### config.mk
export PLATFORM = sky130hd
export DESIGN_NAME = mem_port_arbiter
export DESIGN_NICKNAME = d
export VERILOG_FILES = /design/src/rtl/mem_port_arbiter.sv
export SDC_FILE = /design/constraint.sdc
export NUM_CORES = 1
export LEC_CHECK = 0
export CORE_AREA = 5 5 102 104
export CTS_BUF_LIST = sky130_fd_sc_hd__clkbuf_16
export DETAILED_ROUTE_END_ITERATION = 12
export DIE_AREA = 0 0 107 109
export PLACE_DENSITY = 0.72
export RECOVER_POWER = 25
export SLEW_MARGIN = 20
export SYNTH_ARGS = -nofsm -noshare
export SYNTH_HDL_FRONTEND = slang
export SYNTH_SLANG_ARGS = --single-unit
### constraint.sdc
create_clock -name clk -period 1.75 [get_ports clk]
set_clock_uncertainty 0.05 [all_clocks]
set_input_delay 0.4375 -clock clk [delete_from_list [all_inputs] [get_ports clk]]
set_output_delay 0.4375 -clock clk [all_outputs]
set_load 0.01 [all_outputs]
### src/rtl/mem_port_arbiter.sv
// mem_port_arbiter: shares one memory port between a fetch requester (if_*)
// and a load/store requester (ls_*). One transaction is outstanding at a time.
// Load/store wins arbitration by default. Defining ARB_STARVE_GUARD_EN adds a
// 4-bit starvation counter that hands the port to fetch once it has lost
// MAX_WAIT arbitrations in a row. A flush discards the response of the
// fetch in flight without aborting the bus transaction.
//
// Handshake: mem_req is offered combinationally from IDLE; the transaction
// is accepted in the cycle where mem_req and mem_ready are both high, which
// is also the single cycle in which the winner's gnt pulses. The response
// arrives later as a one-cycle mem_rvalid with mem_rdata, while the FSM sits
// in the matching BUSY state; mem_rvalid seen in IDLE is ignored.
module mem_port_arbiter #(
    parameter int AW       = 32,
    parameter int DW       = 32,
    parameter int MAX_WAIT = 4
) (
    input  logic          clk,
    input  logic          rst,
    // fetch requester
    input  logic          if_req,
    input  logic [AW-1:0] if_addr,
    output logic          if_gnt,
    output logic          if_rvalid,
    output logic [DW-1:0] if_rdata,
    // load/store requester
    input  logic          ls_req,
    input  logic          ls_we,
    input  logic [AW-1:0] ls_addr,
    input  logic [DW-1:0] ls_wdata,
    output logic          ls_gnt,
    output logic          ls_rvalid,
    output logic [DW-1:0] ls_rdata,
    // pipeline flush
    input  logic          flush,
    // shared memory port
    output logic          mem_req,
    output logic          mem_we,
    output logic [AW-1:0] mem_addr,
    output logic [DW-1:0] mem_wdata,
    input  logic          mem_ready,
    input  logic          mem_rvalid,
    input  logic [DW-1:0] mem_rdata,
    // debug: current FSM state (0 IDLE, 1 BUSY_IF, 2 BUSY_LS)
    output logic [1:0]    o_dbg_state
);

    typedef enum logic [1:0] {
        ST_IDLE    = 2'd0,
        ST_BUSY_IF = 2'd1,
        ST_BUSY_LS = 2'd2
    } state_t;

    state_t r_state;
    state_t w_state_nxt;
    logic   r_drop_q;
    logic   w_drop_nxt;
    logic   w_starved;
    logic   w_if_wins;

`ifdef ARB_STARVE_GUARD_EN
    localparam logic [3:0] LP_MAX_WAIT = 4'(MAX_WAIT);

    logic [3:0] r_starve_cnt;

    assign w_starved = (r_starve_cnt >= LP_MAX_WAIT);

    // Count arbitrations fetch has lost while still requesting; saturate at 15,
    // restart once fetch is granted or stops asking.
    always_ff @(posedge clk or posedge rst) begin
        if (rst) begin
            r_starve_cnt <= 4'd0;
        end else if (!if_req || if_gnt) begin
            r_starve_cnt <= 4'd0;
        end else if (ls_gnt && (r_starve_cnt != 4'd15)) begin
            r_starve_cnt <= r_starve_cnt + 4'd1;
        end
    end
`else
    // Without the guard the wait limit has no effect on arbitration.
    logic [3:0] w_unused_max_wait;
    assign w_unused_max_wait = 4'(MAX_WAIT);
    assign w_starved         = 1'b0;
`endif

    assign w_if_wins = if_req && (!ls_req || w_starved);

    // State register and fetch-drop flag.
    always_ff @(posedge clk or posedge rst) begin
        if (rst) begin
            r_state  <= ST_IDLE;
            r_drop_q <= 1'b0;
        end else begin
            r_state  <= w_state_nxt;
            r_drop_q <= w_drop_nxt;
        end
    end

    // Next state, arbitration and memory request outputs.
    always_comb begin
        w_state_nxt = r_state;
        w_drop_nxt  = 1'b0;
        mem_req     = 1'b0;
        mem_we      = 1'b0;
        mem_addr    = '0;
        mem_wdata   = '0;
        if_gnt      = 1'b0;
        ls_gnt      = 1'b0;
        case (r_state)
            ST_IDLE: begin
                // rst gates the request so nothing leaks out while held in reset
                if (!rst && (if_req || ls_req)) begin
                    mem_req = 1'b1;
                    if (w_if_wins) begin
                        mem_addr = if_addr;
                        if (mem_ready) begin
                            if_gnt      = 1'b1;
                            w_state_nxt = ST_BUSY_IF;
                            // a flush coinciding with the grant already kills the response
                            w_drop_nxt  = flush;
                        end
                    end else begin
                        mem_we    = ls_we;
                        mem_addr  = ls_addr;
                        mem_wdata = ls_wdata;
                        if (mem_ready) begin
                            ls_gnt      = 1'b1;
                            w_state_nxt = ST_BUSY_LS;
                        end
                    end
                end
            end
            ST_BUSY_IF: begin
                if (mem_rvalid) begin
                    w_state_nxt = ST_IDLE;
                end else begin
                    w_drop_nxt = r_drop_q | flush;
                end
            end
            ST_BUSY_LS: begin
                if (mem_rvalid) begin
                    w_state_nxt = ST_IDLE;
                end
            end
            default: begin
                w_state_nxt = ST_IDLE;
            end
        endcase
    end

    assign if_rvalid   = (r_state == ST_BUSY_IF) && mem_rvalid && !r_drop_q && !flush;
    assign ls_rvalid   = (r_state == ST_BUSY_LS) && mem_rvalid;
    assign if_rdata    = mem_rdata;
    assign ls_rdata    = mem_rdata;
    assign o_dbg_state = r_state;

endmodule

==> impl_metrics.tcl <==
set metrics [dict create \
    remaining_drc_errors 0 \
    post_route_cells_drive_above_1_share_pct 47.79 \
    syn_to_final_growth_pct 161.2 \
    yosysTopAreaCellShare_pct 33.51 \
    critical_path.endpoint_type "output port" \
    cts_tree "yes" \
    top_level_ports 272 \
    most_common_cell_after_layout_fill_and_taps_aside "sky130_fd_sc_hd__clkdlybuf4s50_1" \
    seq_area_um2 75.07 \
    layout_worst_path_cycle_share_pct 123.2 \
    initial_antenna_violation_count 0 \
    total_wire_length_after_detailed_routing_mm 8.671 \
    grt_pass1_vias 2248 \
    run_status "finished, violations left" \
    placed_area_um2 3243 \
    drv.max_cap_violation_count 0 \
    post_synth.cell_area_avg_um2 6.119 \
    cts.path.max_buffers 2 \
    die-area_um2 11660 \
    worst_setup_hold_path_clk_slew_ps 30 \
    max-slew-margin-rel_pct 80.58 \
    yosys.cell_types.count 25 \
    hold_buffers_post_cts 0 \
    finalWorstPathRequiredPeriod_ps 2156 \
    sequential_share_of_the_synthesized_area_pct 5.155 \
    drt_iter0_drc 65 \
    gr-usage-all-layers_pct 13.19 \
    nFillCells 938 \
    fin_hold_ws_ps 230.1 \
    fin_nets 525 \
    setup_viol 68 \
    floorplan.core_area_um2 9459 \
    final_hold_viol_count 0 \
    cts_inserted_buffers 3 \
    grt_pass1_wl_mm 11.79 \
    overflow 0 \
    dpl.hpwl_mm 5.985 \
    number_of_nets_with_antenna_violations_after_detailed_routing 0 \
    criticalPathCategory "reg -> out" \
    dp_slack_ps -923.6 \
    fin_tns_setup_ps -25570 \
    violated_checks "setup timing" \
    die_x_um 107 \
    netlist_area_um2 1456 \
    setup_slack_ps -406.1 \
    portBuffers 175 \
    ys_top_cells_by_area "sky130_fd_sc_hd__buf_4, sky130_fd_sc_hd__nand2_1, sky130_fd_sc_hd__and2_1" \
    multi_input_area_um2 1185 \
    avgViaCountPerCell 4.176 \
    grt_max_degree 36 \
    cts.sinks 3 \
    vias 2088 \
    max_clock_freq_ghz 0.4638 \
    worst_pin_slew_ps 290.2 \
    cts.htree.levels 1 \
    rsz0062_at_grt "true" \
    die_h_um 109 \
    final_max_slew_violation_count 0 \
    power.density_nw_per_um2 756.6 \
    critical_path.startpoint_type "flip-flop" \
    initial_utilization_pct 15.40 \
    place.gp.congestion 0.8104 \
    finish.instance_area_um2 3804 \
    std_cell_rows 36 \
    synth.largest_area_cell "sky130_fd_sc_hd__buf_4" \
    critPathArrivalTime_ps 1670 \
    worst_path_required_time_ps 1260 \
    worstHoldPathType "in -> async" \
    synth.net_count 377 \
    route.detailed.wl_per_inst_um 17.34 \
    netlist_instances 238 \
    postSynthRegisterBits 3 \
    insertion_delay_ps 230 \
    firstDrtPassIters 4 \
    power_leakage_uw 0.001702 \
    synth.yosys.warnings 0 \
    critPathMaxFanout 5 \
    layout_common_cells "sky130_fd_sc_hd__clkdlybuf4s50_1, sky130_fd_sc_hd__nand2_1, sky130_fd_sc_hd__buf_6" \
    cts-root-buf "sky130_fd_sc_hd__clkbuf_16" \
    max-vdd-ir-drop_mv 0.5463 \
]
through the flow:
stage / util, % / power, uW / std cells
after global routing: 40.19 / 3049 / 499
after detailed placement: 34.29 / 1994 / 467
after floorplan: - / 1111 / 238
final: 40.21 / 2878 / 500
after CTS: 36.89 / 2593 / 492
after global placement: 34.29 / 1959 / 467
state kept, by name, indices dropped and copies added, names as in the netlist:
name and flops:
r_drop_q 1, o_dbg_state 2
layout make-up:
class	instances	area share, %
Clock inverter	1	0.09868
Tap cell	114	3.750
Clock buffer	3	1.974
Timing Repair Buffer	221	60.59
Multi-Input combinational cell	153	31.15
Antenna cell	1	0.06579
Sequential cell	3	1.974
Inverter	4	0.3947
cell families (layout without fill, tap and decap cells):
family	count (synthesis)	count (layout)	share of synthesized area, %
AOI/OAI and AO/OA	37	37	13.92
adders and majority gates	3	3	2.578
buffers and inverters	82	229	40.72
DFF	3	3	5.155
other	0	1	0
and+or+nand+nor	113	113	37.63
cells in the mapped netlist (all sizes together):
| library cell | count |
|---|---|
| buf | 78 |
| nand2 | 66 |
| and2 | 35 |
| a21oi | 32 |
| inv | 4 |
| dfrtp | 3 |
| ha | 3 |
| and3 | 2 |
| nand2b | 2 |
| a21o | 1 |
| and2b | 1 |
| and3b | 1 |
| nand3 | 1 |
| nand4 | 1 |
| nor2 | 1 |
| nor2b | 1 |
| nor3b | 1 |
| o211a | 1 |
| o211ai | 1 |
| o21ai | 1 |
| o221ai | 1 |
| or2 | 1 |
worst max-delay path, cell delays in order (launching register included):
cell,delay [ps]
sky130_fd_sc_hd__dfrtp_1,390
sky130_fd_sc_hd__inv_2,90
sky130_fd_sc_hd__ha_4,140
sky130_fd_sc_hd__and2b_2,180
sky130_fd_sc_hd__o21ai_4,110
sky130_fd_sc_hd__buf_12,160
sky130_fd_sc_hd__buf_8,130
sky130_fd_sc_hd__a21oi_2,100
sky130_fd_sc_hd__buf_2,150
power by group:
| part | internal, uW | switching [uW] |
|---|---|---|
| sequential | 94.9 | 19.5 |
| combinational | 1400 | 1000 |
| clock | 295 | 67.6 |
| total | 1790 | 1090 |
metal layers:
metal / track usage, % / part of all wire, % / vias to the layer above
met5: 0 / 0 / -
met1: 12.15 / 32 / 934
met2: 26.17 / 55 / 137
li1: - / - / 984
met4: 5.479 / 3.0 / 0
met3: 4.559 / 10 / 33
worst paths after layout:
kind	startpoint	end	slack (ps)	cells past startpoint
worst min register to register	o_dbg_state[1]	o_dbg_state[1]	730	3
worst max register to register	o_dbg_state[1]	o_dbg_state[1]	250	6
worst max-delay path	o_dbg_state[1]	mem_addr[17]	-410	8
worst min-delay path	rst	o_dbg_state[1]	230	2
min in group clk	flush	r_drop_q	520	2
max in group asynchronous	rst	r_drop_q	1260	2
timing repair:
action,in CTS,in global routing
pin swaps,5,17
setup endpoints to repair,70,72
cloned,5,6
setup buffers,18,2
resized for setup,323,50
Power figures use the tool's default switching activity.
